File: src/rtl/serial_link_tx_arb.sv
// -----------------------------------------------------------------------------
// serial_link_tx_arb
//
// Round-robin arbiter and serializer. It shares one serial link between N_REQ
// local requesters and drives the serial input of a link receiver whose write
// clock is clk. A granted item is sent as a framed bit stream, LSB first:
//   start bit (1), ITEM_SZ data bits, guard bit (0).
// The next frame starts only after the receiver's busy flag has been seen high
// and then low again, which means the previous item has been read.
//
// Ports
//   clk           link clock (receiver wclk); all logic on posedge
//   reset         asynchronous, active-low reset
//   req           per-requester item-available level
//   data_in       item of requester i at bits [i*ITEM_SZ +: ITEM_SZ]
//   ack           one-hot, one-cycle pulse: requester i's item was captured
//   channel_busy  receiver busy flag, asynchronous to clk
//   serial_out    serial data to the receiver's serial_in
//   link_busy     high whenever a frame is being sent or awaiting read-out
// -----------------------------------------------------------------------------
module serial_link_tx_arb #(
  parameter int N_REQ   = 4,
  parameter int ITEM_SZ = 8
) (
  input  logic                       clk,
  input  logic                       reset,
  input  logic [N_REQ-1:0]           req,
  input  logic [N_REQ*ITEM_SZ-1:0]   data_in,
  output logic [N_REQ-1:0]           ack,
  input  logic                       channel_busy,
  output logic                       serial_out,
  output logic                       link_busy
);

  localparam int FRAME_SZ = ITEM_SZ + 2;
  localparam int CNT_W    = $clog2(FRAME_SZ);
  localparam int RR_W     = $clog2(N_REQ);

  localparam logic [CNT_W-1:0] LAST_BIT = CNT_W'(FRAME_SZ - 1);
  localparam logic [RR_W-1:0]  RR_INIT  = RR_W'(N_REQ - 1);
  localparam logic [N_REQ-1:0] ONE_HOT0 = N_REQ'(1);

  typedef enum logic [1:0] {
    S_IDLE = 2'd0,
    S_SEND = 2'd1,
    S_WAIT = 2'd2
  } state_t;

  state_t              r_state;
  logic [FRAME_SZ-1:0] r_shreg;
  logic [CNT_W-1:0]    r_cnt;
  logic [RR_W-1:0]     r_rr;
  logic                r_seen_busy;
  logic [1:0]          r_sync;
  logic [N_REQ-1:0]    r_ack;

  logic                w_busy_s;
  logic                w_found;
  logic [RR_W-1:0]     w_winner;
  logic [ITEM_SZ-1:0]  w_item;

  // Only the synchronized busy flag is ever used for decisions.
  assign w_busy_s = r_sync[1];

  // Requester index k positions after base, wrapping at N_REQ (which need not
  // be a power of two).
  function automatic logic [RR_W-1:0] rr_idx(input logic [RR_W-1:0] base,
                                             input int k);
    int sum;
    sum = (int'(base) + k) % N_REQ;
    return RR_W'(sum);
  endfunction

  // Round-robin scan starting just after the last winner; the last winner
  // itself is checked last, which bounds the wait of any held request to
  // N_REQ frames.
  always_comb begin
    w_found  = 1'b0;
    w_winner = r_rr;
    for (int k = 1; k <= N_REQ; k++) begin
      if (!w_found && req[rr_idx(r_rr, k)]) begin
        w_found  = 1'b1;
        w_winner = rr_idx(r_rr, k);
      end
    end
  end

  assign w_item = data_in[int'(w_winner)*ITEM_SZ +: ITEM_SZ];

  always_ff @(posedge clk or negedge reset) begin
    if (!reset) begin
      r_state     <= S_IDLE;
      r_shreg     <= '0;
      r_cnt       <= '0;
      r_rr        <= RR_INIT;
      r_seen_busy <= 1'b0;
      r_sync      <= '0;
      r_ack       <= '0;
    end else begin
      r_sync <= {r_sync[0], channel_busy};
      r_ack  <= '0;
      case (r_state)
        S_IDLE: begin
          if (w_found && !w_busy_s) begin
            // Whole frame is loaded at once so data_in is only sampled here.
            r_shreg     <= {1'b0, w_item, 1'b1};
            r_ack       <= ONE_HOT0 << w_winner;
            r_rr        <= w_winner;
            r_cnt       <= '0;
            r_seen_busy <= 1'b0;
            r_state     <= S_SEND;
          end
        end
        S_SEND: begin
          r_shreg <= {1'b0, r_shreg[FRAME_SZ-1:1]};
          r_cnt   <= r_cnt + 1'b1;
          // The guard bit is on the line while cnt == LAST_BIT; shifting it
          // out leaves the register all zeros, so serial_out idles low.
          if (r_cnt == LAST_BIT) begin
            r_state <= S_WAIT;
          end
        end
        S_WAIT: begin
          // Wait for a full busy pulse from the receiver: it must have
          // accepted the item and then had it read before the next start bit.
          r_seen_busy <= r_seen_busy | w_busy_s;
          if (r_seen_busy && !w_busy_s) begin
            r_state <= S_IDLE;
          end
        end
        default: begin
          r_state <= S_IDLE;
        end
      endcase
    end
  end

  assign serial_out = r_shreg[0];
  assign ack        = r_ack;
  assign link_busy  = (r_state != S_IDLE);

endmodule
File: config.mk
export PLATFORM = sky130hd
export DESIGN_NAME = serial_link_tx_arb
export DESIGN_NICKNAME = d
export VERILOG_FILES = /design/src/rtl/serial_link_tx_arb.sv
export SDC_FILE = /design/constraint.sdc
export NUM_CORES = 1
export LEC_CHECK = 0
export BUFFER_PORTS_ARGS = -buffer_cell sky130_fd_sc_hd__buf_2
export CAP_MARGIN = 5
export CORE_UTILIZATION = 25
export DETAILED_ROUTE_END_ITERATION = 10
export HOLD_SLACK_MARGIN = 0.02
export PLACE_DENSITY_LB_ADDON = 0.05
export SLEW_MARGIN = 0
export SYNTH_ARGS = -nofsm -noshare
export SYNTH_HDL_FRONTEND = slang
export SYNTH_SLANG_ARGS = --single-unit
File: constraint.sdc
create_clock -name clk -period 1.65 [get_ports clk]
set_input_delay 0 -clock clk [delete_from_list [all_inputs] [get_ports clk]]
set_output_delay 0 -clock clk [all_outputs]
set_load 0.01 [all_outputs]
==> results of run 1 <==
cell families after synthesis:
group	after synthesis
AOI/OAI and AO/OA	49
adders and majority gates	2
buffers and inverters	13
DFF	24
muxes	5
and+or+nand+nor	46
registers in the layout, indices dropped and copies added, names as in the netlist:
register     count
ack              4
r_cnt            4
r_rr             2
r_seen_busy      1
r_shreg          9
r_state          2
r_sync           2
report_power, final:
| group | leakage (nW) | switching [mW] | total, mW | internal, mW |
|---|---|---|---|---|
| logic | 0.628 | 0.944 | 1.86 | 0.916 |
| registers | 0.303 | 0.140 | 0.949 | 0.809 |
| clock network | 0.0288 | 0.182 | 0.394 | 0.213 |
| total | 0.959 | 1.27 | 3.20 | 1.94 |
layer usage:
layer	up-vias	track usage (%)	share of wire [%]
met2	34	22.1	46
met1	639	20.0	49
met5	-	0	0
li1	658	-	-
met4	0	5.19	1.8
met3	6	2.26	3.2
path summary, 6_finish.rpt:
kind                                      from                      to  cells past startpoint
hold / removal                     data_in[20]  r_shreg[5]$_DFFE_PN0P_                      3
hold reg to reg            r_sync[0]$_DFF_PN0_     r_sync[1]$_DFF_PN0_                      0
max in group asynchronous                reset     r_rr[0]$_DFFE_PN1P_                      2
setup reg to reg           r_rr[0]$_DFFE_PN1P_  r_shreg[2]$_DFFE_PN0P_                      6
min in group asynchronous                reset    r_cnt[3]$_DFFE_PN0P_                      2
setup / recovery           r_rr[0]$_DFFE_PN1P_  r_shreg[2]$_DFFE_PN0P_                      6
timing repair:
item / 4_1_cts / 5_1_grt
cloned: 0 / 1
endpoints found under the setup margin: 10 / 13
gates resized for setup: 14 / 23
hold buffers: 2 / 0
pin swaps: 8 / 10
buffers inserted: 2 / 3
endpoints found under the hold margin: 23 / 0
through the flow:
step | TNS, ns | std cells | hold slack, ns | utilization (%) | power (mW)
CTS | -0.149 | 270 | 0.0286 | 36.9 | 2.99
detailed placement | -0.757 | 262 | 0.0273 | 33.9 | 2.42
global placement | -0.636 | 262 | 0.0162 | 33.9 | 2.39
global route | -0.630 | 274 | 0.0415 | 39.6 | 3.46
finish | -0.145 | 274 | 0.0351 | 39.6 | 3.20
floorplan | 0 | 139 | -0.296 | - | 1.90
layout by cell type (no fill, tap or decap), types with 2 or more instances in the layout:
cell,count
o31ai_2,5
nand4_1,6
inv_1,4
mux2i_1,2
nor2_1,6
a211oi_2,5
o21ai_0,7
or3_4,2
and3_1,5
dlygate4sd3_1,2
o211ai_2,5
mux2i_4,2
clkbuf_8,4
a21oi_1,2
buf_6,6
a211o_2,5
nand2_1,9
o31ai_1,3
dfrtp_1,22
dfstp_2,2
buf_4,16
ha_1,2
nand2b_4,2
nand3_1,2
a22oi_1,7
buf_2,44
nor3_1,3
worst min-delay path: stages:
cell      delay [ns]
buf_2           0.08
mux2i_2         0.06
o211ai_2        0.12
cell type report:
type                            count  share of cell area [%]
Tap cell                           70                    4.23
Multi-Input combinational cell    103                    42.5
Clock buffer                        4                    2.66
Timing Repair Buffer               68                    20.7
Sequential cell                    24                    29.1
Inverter                            5                   0.906
cells in the mapped netlist (5+ instances only):
library cell | n | area (sq um)
mux2i_1 | 5 | 50.1
a211o_2 | 5 | 50.1
nand4_1 | 6 | 37.5
nor2_1 | 6 | 22.5
a22oi_1 | 7 | 52.6
a211oi_1 | 6 | 45.0
o31ai_1 | 8 | 60.1
o211ai_2 | 5 | 62.6
dfrtp_1 | 22 | 551
and3_1 | 6 | 37.5
nand2_1 | 9 | 33.8
o21ai_0 | 7 | 35.0
==> results.toml, run 1 <==
[status]
status = "complete, but fails checks"
violations = "setup timing"

[synth]
async_flop_share_pct = 100
synth-simple-area-share_pct = 18.5
yosys_warnings = 0
synthFlopType = "dfrtp_1"
synth_compound_area_share_pct = 27.4
syn_area_sq_um = 1400
synth_mux_area_share_pct = 3.58
syn-num-nets = 180
synth_area_per_cell_sq_um = 10.0
synthAdderAreaFrac_pct = 1.79
synth-edff-count = 0
ys_types = 42
synth_sequential_area_ratio_pct = 43.2
synth_seq_cells = 24
syn_inst = 139
synthXorXnorAreaFrac_pct = 0
synth_top_family_by_area = "compound AO/OA/AOI/OAI gates"

[drt]
dr.pass1.iters = 4
avgRoutedWirePerCell_um = 15.1
routed_via_density = 4.88
postRouteAntennaNets = 0
wl_mm = 4.15
dr_total_vias = 1337
dr.first_iter.drc_count = 75
drc = 0

[clocking]
cts_buffer_depth = 2
numClockSinks = 24
htree_levels = 1
clk_pin_slew_ns = 0.08
numCtsBuffers = 3
clkLatencyLatePin_ns = 0.26
cts_tree = "done"
root_buffer = "clkbuf_8"

[final_layout]
fillCellCount = 521
fin_area_sq_um = 2070
ff_latch_area_sq_um = 603
multi_input_area_sq_um = 880
num_antenna_cells = 0
syn_to_final_growth_pct = 48.4
layout-drive-gt1-share_pct = 56.4
nNetsFinal = 246

[sta]
relSlewSlack_pct = 58.2
finalSetupViolations = 5
min_period_over_period_pct = 102
fmaxAchievable_mhz = 591
rsz0062_at_grt = "true"
slew_viol_final = 0
finalCriticalPeriod_ns = 1.69
worstMarginPinSlew_ns = 0.622
finalHoldViolCount = 0
final.setup_skew_ns = 0.00258
layout_setup_ws_ns = -0.0411

[grt]
grt_pass1_vias = 1353
grt_overflow = 0
grt_pass1_wl_mm = 6.62
grtUsageTotal_pct = 14.3
grt_max_degree = 25
antenna_found_initial = 0

[place]
place_area_sq_um = 1770
port_buffers = 44
preCtsSetupSlack_ns = -0.144
hpwlAfterDp_mm = 3.09
place.gp.congestion = 0.743

[floorplan]
fp.coreArea_sq_um = 5240
die_w_um = 76.7
initial_core_util_pct = 26.7
die_area_sq_um = 5890
rows = 26
pin_count = 45
die_h_um = 76.7

[setup_path]
arrival_ns = 1.83
worst-path-buf-inv = 1
slowest_stage = "dfstp_2"
cp.required_ns = 1.79
cp_max_fo = 8
cpLargestDelayFamily = "flip-flops"
end_kind = "flip-flop"
criticalPathCategory = "flip-flop to flip-flop"
cpPeakStageDelay_ns = 0.59
cp_cell_sequence = "nand2b_4, a21oi_4, nor3_4, buf_6, mux2i_4, o211ai_2"
cp-start-kind = "flip-flop"
rrSetupSlack_ns = -0.04

[hold_path]
min_path_type = "primary input to flip-flop"

[power_and_ir_drop]
powerDensity_nw_per_um2 = 1550
p_leak_nw = 0.959
ir_drop_v = 0.000498

[job]
maxCapViolCount = 0
(Power assumes the default switching activity.)
==> inputs of run 2 (changes only) <==
--- a/config.mk
+++ b/config.mk
@@ -11,6 +11,7 @@
 export DETAILED_ROUTE_END_ITERATION = 10
 export HOLD_SLACK_MARGIN = 0.02
 export PLACE_DENSITY_LB_ADDON = 0.05
+export SETUP_SLACK_MARGIN = 0.02
 export SLEW_MARGIN = 0
 export SYNTH_ARGS = -nofsm -noshare
 export SYNTH_HDL_FRONTEND = slang
==> results.toml, run 2 (synthesized netlist as in run 1, its figures left out) <==
[drt]
dr.first_iter.drc_count = 61
wl_mm = 4.19
dr.pass1.iters = 4
postRouteAntennaNets = 0
avgRoutedWirePerCell_um = 15.4
routed_via_density = 4.91
dr_total_vias = 1335
drc = 0

[floorplan]
pin_count = 45
die_w_um = 76.7
fp.coreArea_sq_um = 5240
initial_core_util_pct = 26.7
rows = 26
die_h_um = 76.7
die_area_sq_um = 5890

[setup_path]
r2r-start = "r_rr[0]$_DFFE_PN1P_"
end_kind = "flip-flop"
arrival_ns = 1.77
rrSetupSlack_ns = 0.03
reg2regPathDepth = 6
timing.rr.end = "r_shreg[2]$_DFFE_PN0P_"
criticalPathCategory = "flip-flop to flip-flop"
cp.required_ns = 1.80
cp_max_fo = 5
cp-start-kind = "flip-flop"

[final_layout]
final_common_cell = "buf_2"
layout-drive-gt1-share_pct = 49.0
fillCellCount = 543
final_cell_mix = "44 x buf_2, 22 x dfrtp_1, 17 x buf_4"
nNetsFinal = 244
num_antenna_cells = 0
regMostFlops = "r_shreg"
fin_area_sq_um = 1990
syn_to_final_growth_pct = 42.7
largest_register_ffs = 9

[power_and_ir_drop]
p_leak_nw = 0.951
powerDensity_nw_per_um2 = 1620
ir_drop_v = 0.000495

[grt]
grtUsageTotal_pct = 14.3
grt_overflow = 0
grt_max_degree = 25
grt_pass1_vias = 1298
grt_pass1_wl_mm = 6.46
antenna_found_initial = 0

[clocking]
cts_buffer_depth = 2
numCtsBuffers = 3
cts_tree = "done"
clk_pin_slew_ns = 0.09
clkLatencyLatePin_ns = 0.27
numClockSinks = 24
htree_levels = 1
root_buffer = "clkbuf_8"

[sta]
worstMarginPinSlew_ns = 0.569
final.setup_skew_ns = 0.00315
finalSetupTns_ns = 0
fmaxAchievable_mhz = 616
finalCriticalPeriod_ns = 1.62
rsz0062_at_grt = "true"
min_period_over_period_pct = 98.3
finalHoldViolCount = 0
finalSetupViolations = 0
slew_viol_final = 0
relSlewSlack_pct = 62.1

[hold_path]
holdPathEnd = "r_shreg[4]$_DFFE_PN0P_"
min_path_type = "primary input to flip-flop"
hp-start = "data_in[27]"
hold_depth = 3

[place]
port_buffers = 44
place.gp.congestion = 0.827
place_area_sq_um = 1780
hpwlAfterDp_mm = 3.12

[status]
status = "completed"

[job]
maxCapViolCount = 0
-- run 2: power breakdown --
group | internal, mW | switching (mW)
Combinational | 0.866 | 0.880
Sequential | 0.809 | 0.145
Clock | 0.325 | 0.200
Total | 2.00 | 1.22
-- run 2: cell type report --
| type | count | area, sq um | area share, % |
|---|---|---|---|
| multi-input cells | 102 | 781 | 39.2 |
| flip-flops and latches | 24 | 603 | 30.3 |
| repair buffers | 67 | 430 | 21.6 |
| well taps | 70 | 87.6 | 4.40 |
| clock buffers | 3 | 41.3 | 2.07 |
| clock inverters | 1 | 30.0 | 1.51 |
| inverters | 5 | 18.8 | 0.942 |
-- run 2: repair_timing --
item / 4_1_cts / 5_1_grt
endpoints found under the setup margin: 16 / 11
setup buffers: 0 / 3
resized for setup: 9 / 7
hold buffers: 2 / 0
endpoints found under the hold margin: 23 / 0
pin swaps: 2 / 2
gates cloned: 0 / 1
-- run 2: metrics by stage --
stage | total power [mW] | instances | hold WS [ns] | setup WS [ns] | util, %
after floorplan | 1.91 | 139 | -0.296 | 0.0135 | -
after global placement | 2.45 | 262 | 0.0272 | -0.101 | 33.9
after detailed placement | 2.47 | 262 | 0.0313 | -0.0934 | 33.9
after CTS | 3.10 | 268 | 0.0211 | 0.0146 | 36.5
after global routing | 3.47 | 272 | 0.0259 | -0.0493 | 38.0
final | 3.23 | 272 | 0.0251 | 0.0273 | 38.0
-- run 2: how the worst max path moves through the flow --
stage,startpoint,end,slack [ns],depth (start not counted)
finish,r_rr[0]$_DFFE_PN1P_,r_shreg[2]$_DFFE_PN0P_,0.03,6
global route,r_rr[0]$_DFFE_PN1P_,r_shreg[2]$_DFFE_PN0P_,-0.05,6
CTS,r_rr[0]$_DFFE_PN1P_,r_shreg[2]$_DFFE_PN0P_,0.01,6
detailed placement,r_rr[0]$_DFFE_PN1P_,r_shreg[2]$_DFFE_PN0P_,-0.09,6
global placement,r_state[0]$_DFFE_PN0P_,r_shreg[2]$_DFFE_PN0P_,-0.10,4
floorplan,r_state[1]$_DFFE_PN0P_,r_shreg[1]$_DFFE_PN0P_,0.01,6
-- run 2: routing by layer --
layer  vias up  routed length (um)  global-route usage (%)
met2        33                1930                    23.0
li1        656                   -                       -
met4         0                  36                    3.46
met5         -                   0                       0
met3         4                 189                    2.98
met1       642                2040                    19.5
-- run 2: worst max-delay path, stage by stage (launching register included) --
cell and delay (ns):
dfstp_2 0.57, nor2b_2 0.07, o21a_4 0.22, buf_4 0.14, o31ai_1 0.24, a211o_2 0.19
o211ai_2 0.08
==> inputs of run 3 (changes only) <==
--- a/config.mk
+++ b/config.mk
@@ -5,6 +5,7 @@
 export SDC_FILE = /design/constraint.sdc
 export NUM_CORES = 1
 export LEC_CHECK = 0
+export ABC_AREA = 1
 export BUFFER_PORTS_ARGS = -buffer_cell sky130_fd_sc_hd__buf_2
 export CAP_MARGIN = 5
 export CORE_UTILIZATION = 25
==> results.toml, run 3 <==
[status]
status = "complete, but fails checks"
violations = "setup timing"

[synth]
synth_top_cell_area_share_pct = 30.9
synth.most_common_cell = "nand2_1"
syn_area_sq_um = 1780
synth_sequential_area_ratio_pct = 33.8
synth_area_per_cell_sq_um = 7.14
ys_top_cells_by_area = "dfrtp_1 31%, nand2_1 15%, nand3_1 13%"
synth_common_cells = "72 x nand2_1, 46 x nand3_1, 34 x inv_1"
yosys_warnings = 0
synth_seq_cells = 24
synth_top_area_cell = "dfrtp_1"
ys_types = 27
synth-edff-count = 0
async_flop_share_pct = 100
syn-num-nets = 291
synthFlopType = "dfrtp_1"
syn_inst = 250

[drt]
dr_total_vias = 1805
avgRoutedWirePerCell_um = 12.1
dr.first_iter.drc_count = 62
routed_via_density = 4.29
wl_mm = 5.11
dr.pass1.iters = 4
drc = 0
postRouteAntennaNets = 0

[sta]
min_period_over_period_pct = 113
rsz0062_at_grt = "true"
final.setup_skew_ns = 0.00489
slew_viol_final = 0
whs_ns = 0.0733
finalSetupTns_ns = -3.05
finalCriticalPeriod_ns = 1.86
relSlewSlack_pct = 62.0
layout_setup_ws_ns = -0.211
worstMarginPinSlew_ns = 0.570
fmaxAchievable_mhz = 537
finalSetupViolations = 21
finalHoldViolCount = 0

[grt]
grt_overflow = 0
grtUsageTotal_pct = 14.3
grt_pass1_vias = 1783
antenna_found_initial = 0
grt_pass1_wl_mm = 8.38
grt_max_degree = 25

[power_and_ir_drop]
power_mw = 6.85
ir_drop_v = 0.000939
powerDensity_nw_per_um2 = 2460
p_leak_nw = 1.47

[floorplan]
initial_core_util_pct = 26.1
pin_count = 45
fp.coreArea_sq_um = 6830
rows = 30
die_h_um = 86.5
die_w_um = 86.5
die_area_sq_um = 7480

[clocking]
numCtsBuffers = 3
numClockSinks = 24
htree_levels = 1
clkLatencyLatePin_ns = 0.27
cts_buffer_depth = 2
clk_pin_slew_ns = 0.09
cts_tree = "done"
root_buffer = "clkbuf_8"

[final_layout]
fin_area_sq_um = 2780
fin_util_pct = 40.8
final_common_cell = "nand2_1"
nNetsFinal = 367
regMostFlops = "r_shreg"
final_cell_mix = "63 x nand2_1, 44 x buf_2, 31 x inv_1"
largest_register_ffs = 9
syn_to_final_growth_pct = 56.0
fillCellCount = 775
layout-drive-gt1-share_pct = 48.0
num_antenna_cells = 0

[job]
maxCapViolCount = 0

[setup_path]
criticalPathCategory = "flip-flop to flip-flop"
cp.required_ns = 1.81
slowest_stage = "dfstp_2"
cp_max_fo = 7
path_common_cell = "nand2_8"
cp-start-kind = "flip-flop"
cp_cell_sequence = "buf_12, inv_8, nand2_4, nand2_4, nand2_4, nand2_8, nand2_8, nand2_8, nand2_8, nand3_1, nand2_1, nand2_1, nand3_2, nand2_2"
arrival_ns = 2.02
cpPeakStageDelay_ns = 0.57
end_kind = "flip-flop"

[place]
place.gp.congestion = 0.724
hpwlAfterDp_mm = 3.47
place_area_sq_um = 2250
port_buffers = 44

[hold_path]
min_path_type = "primary input to flip-flop"
-- run 3: cell count changes after synthesis, moves of 7 or more --
cell     before  now
a22oi_1       7    0
inv_1         4   34
nand2_1       9   72
nand2_2       1   26
nand3_1       3   46
nor2_1        6   13
o31ai_1       8    0
-- run 3: power breakdown --
group / total (mW) / switching, mW / leakage [nW] / internal, mW
clock: 0.518 / 0.194 / 0.0357 / 0.324
sequential: 1.02 / 0.159 / 0.300 / 0.859
combinational: 5.32 / 3.24 / 1.13 / 2.08
total: 6.85 / 3.59 / 1.47 / 3.26
-- run 3: cells by family (layout without fill, tap and decap cells) --
kind of cell,Yosys count,count (layout),synth area share [%]
AO/OA/AOI/OAI,12,12,4.28
adder cells (fa/ha/maj),2,2,1.40
buffers and inverters,43,111,11.9
flip-flops,24,24,33.8
AND/OR/NAND/NOR,169,176,48.6
-- run 3: worst max-delay path: cells and delay by family, from the launching register on --
kind / cells / cell delay, ns
buf+inv: 2 / 0.18
flops: 1 / 0.57
simple gates: 12 / 1.01
-- run 3: final cells by class --
cell class              instances  area (sq um)  area share (%)
clock buffers                   3          41.3            1.48
clock inverters                 1          30.0            1.08
inverters                      37           164            5.89
multi-input cells             190          1360            48.7
flip-flops and latches         24           603            21.7
well taps                      96           120            4.31
repair buffers                 70           469            16.9
-- run 3: worst paths after layout --
check | startpoint | slack, ns | depth (start not counted) | to
worst max-delay path | r_rr[0]$_DFFE_PN1P_ | -0.21 | 14 | r_shreg[3]$_DFFE_PN0P_
worst min-delay path | data_in[8] | 0.07 | 5 | r_shreg[1]$_DFFE_PN0P_
worst max register to register | r_rr[0]$_DFFE_PN1P_ | -0.21 | 14 | r_shreg[3]$_DFFE_PN0P_
worst min register to register | r_sync[0]$_DFF_PN0_ | 0.36 | 0 | r_sync[1]$_DFF_PN0_
max in group asynchronous | reset | 1.01 | 2 | r_shreg[7]$_DFFE_PN0P_
min in group asynchronous | reset | 0.25 | 2 | r_seen_busy$_DFFE_PN0P_
-- run 3: layer usage --
metal	up-vias	share of wire, %	global-route usage [%]
met5	-	0	0
met4	0	0.37	2.12
met3	2	4.2	2.95
met2	39	47	23.8
met1	818	48	19.6
li1	946	-	-
-- run 3: repair_timing --
action                                  4_1_cts  5_1_grt
hold buffers                                  2        0
endpoints found under the setup margin       21       22
setup buffers                                 4        4
gates resized for setup                      32       33
gates cloned                                  5        2
hold endpoints to repair                     23        0
pin swaps                                    17       29
-- run 3: metrics by stage --
stage	worst slack (ns)	std cells
finish	-0.211	421
CTS	-0.189	415
floorplan	-0.0962	250
detailed placement	-0.247	400
global route	-0.323	421
global placement	-0.236	400
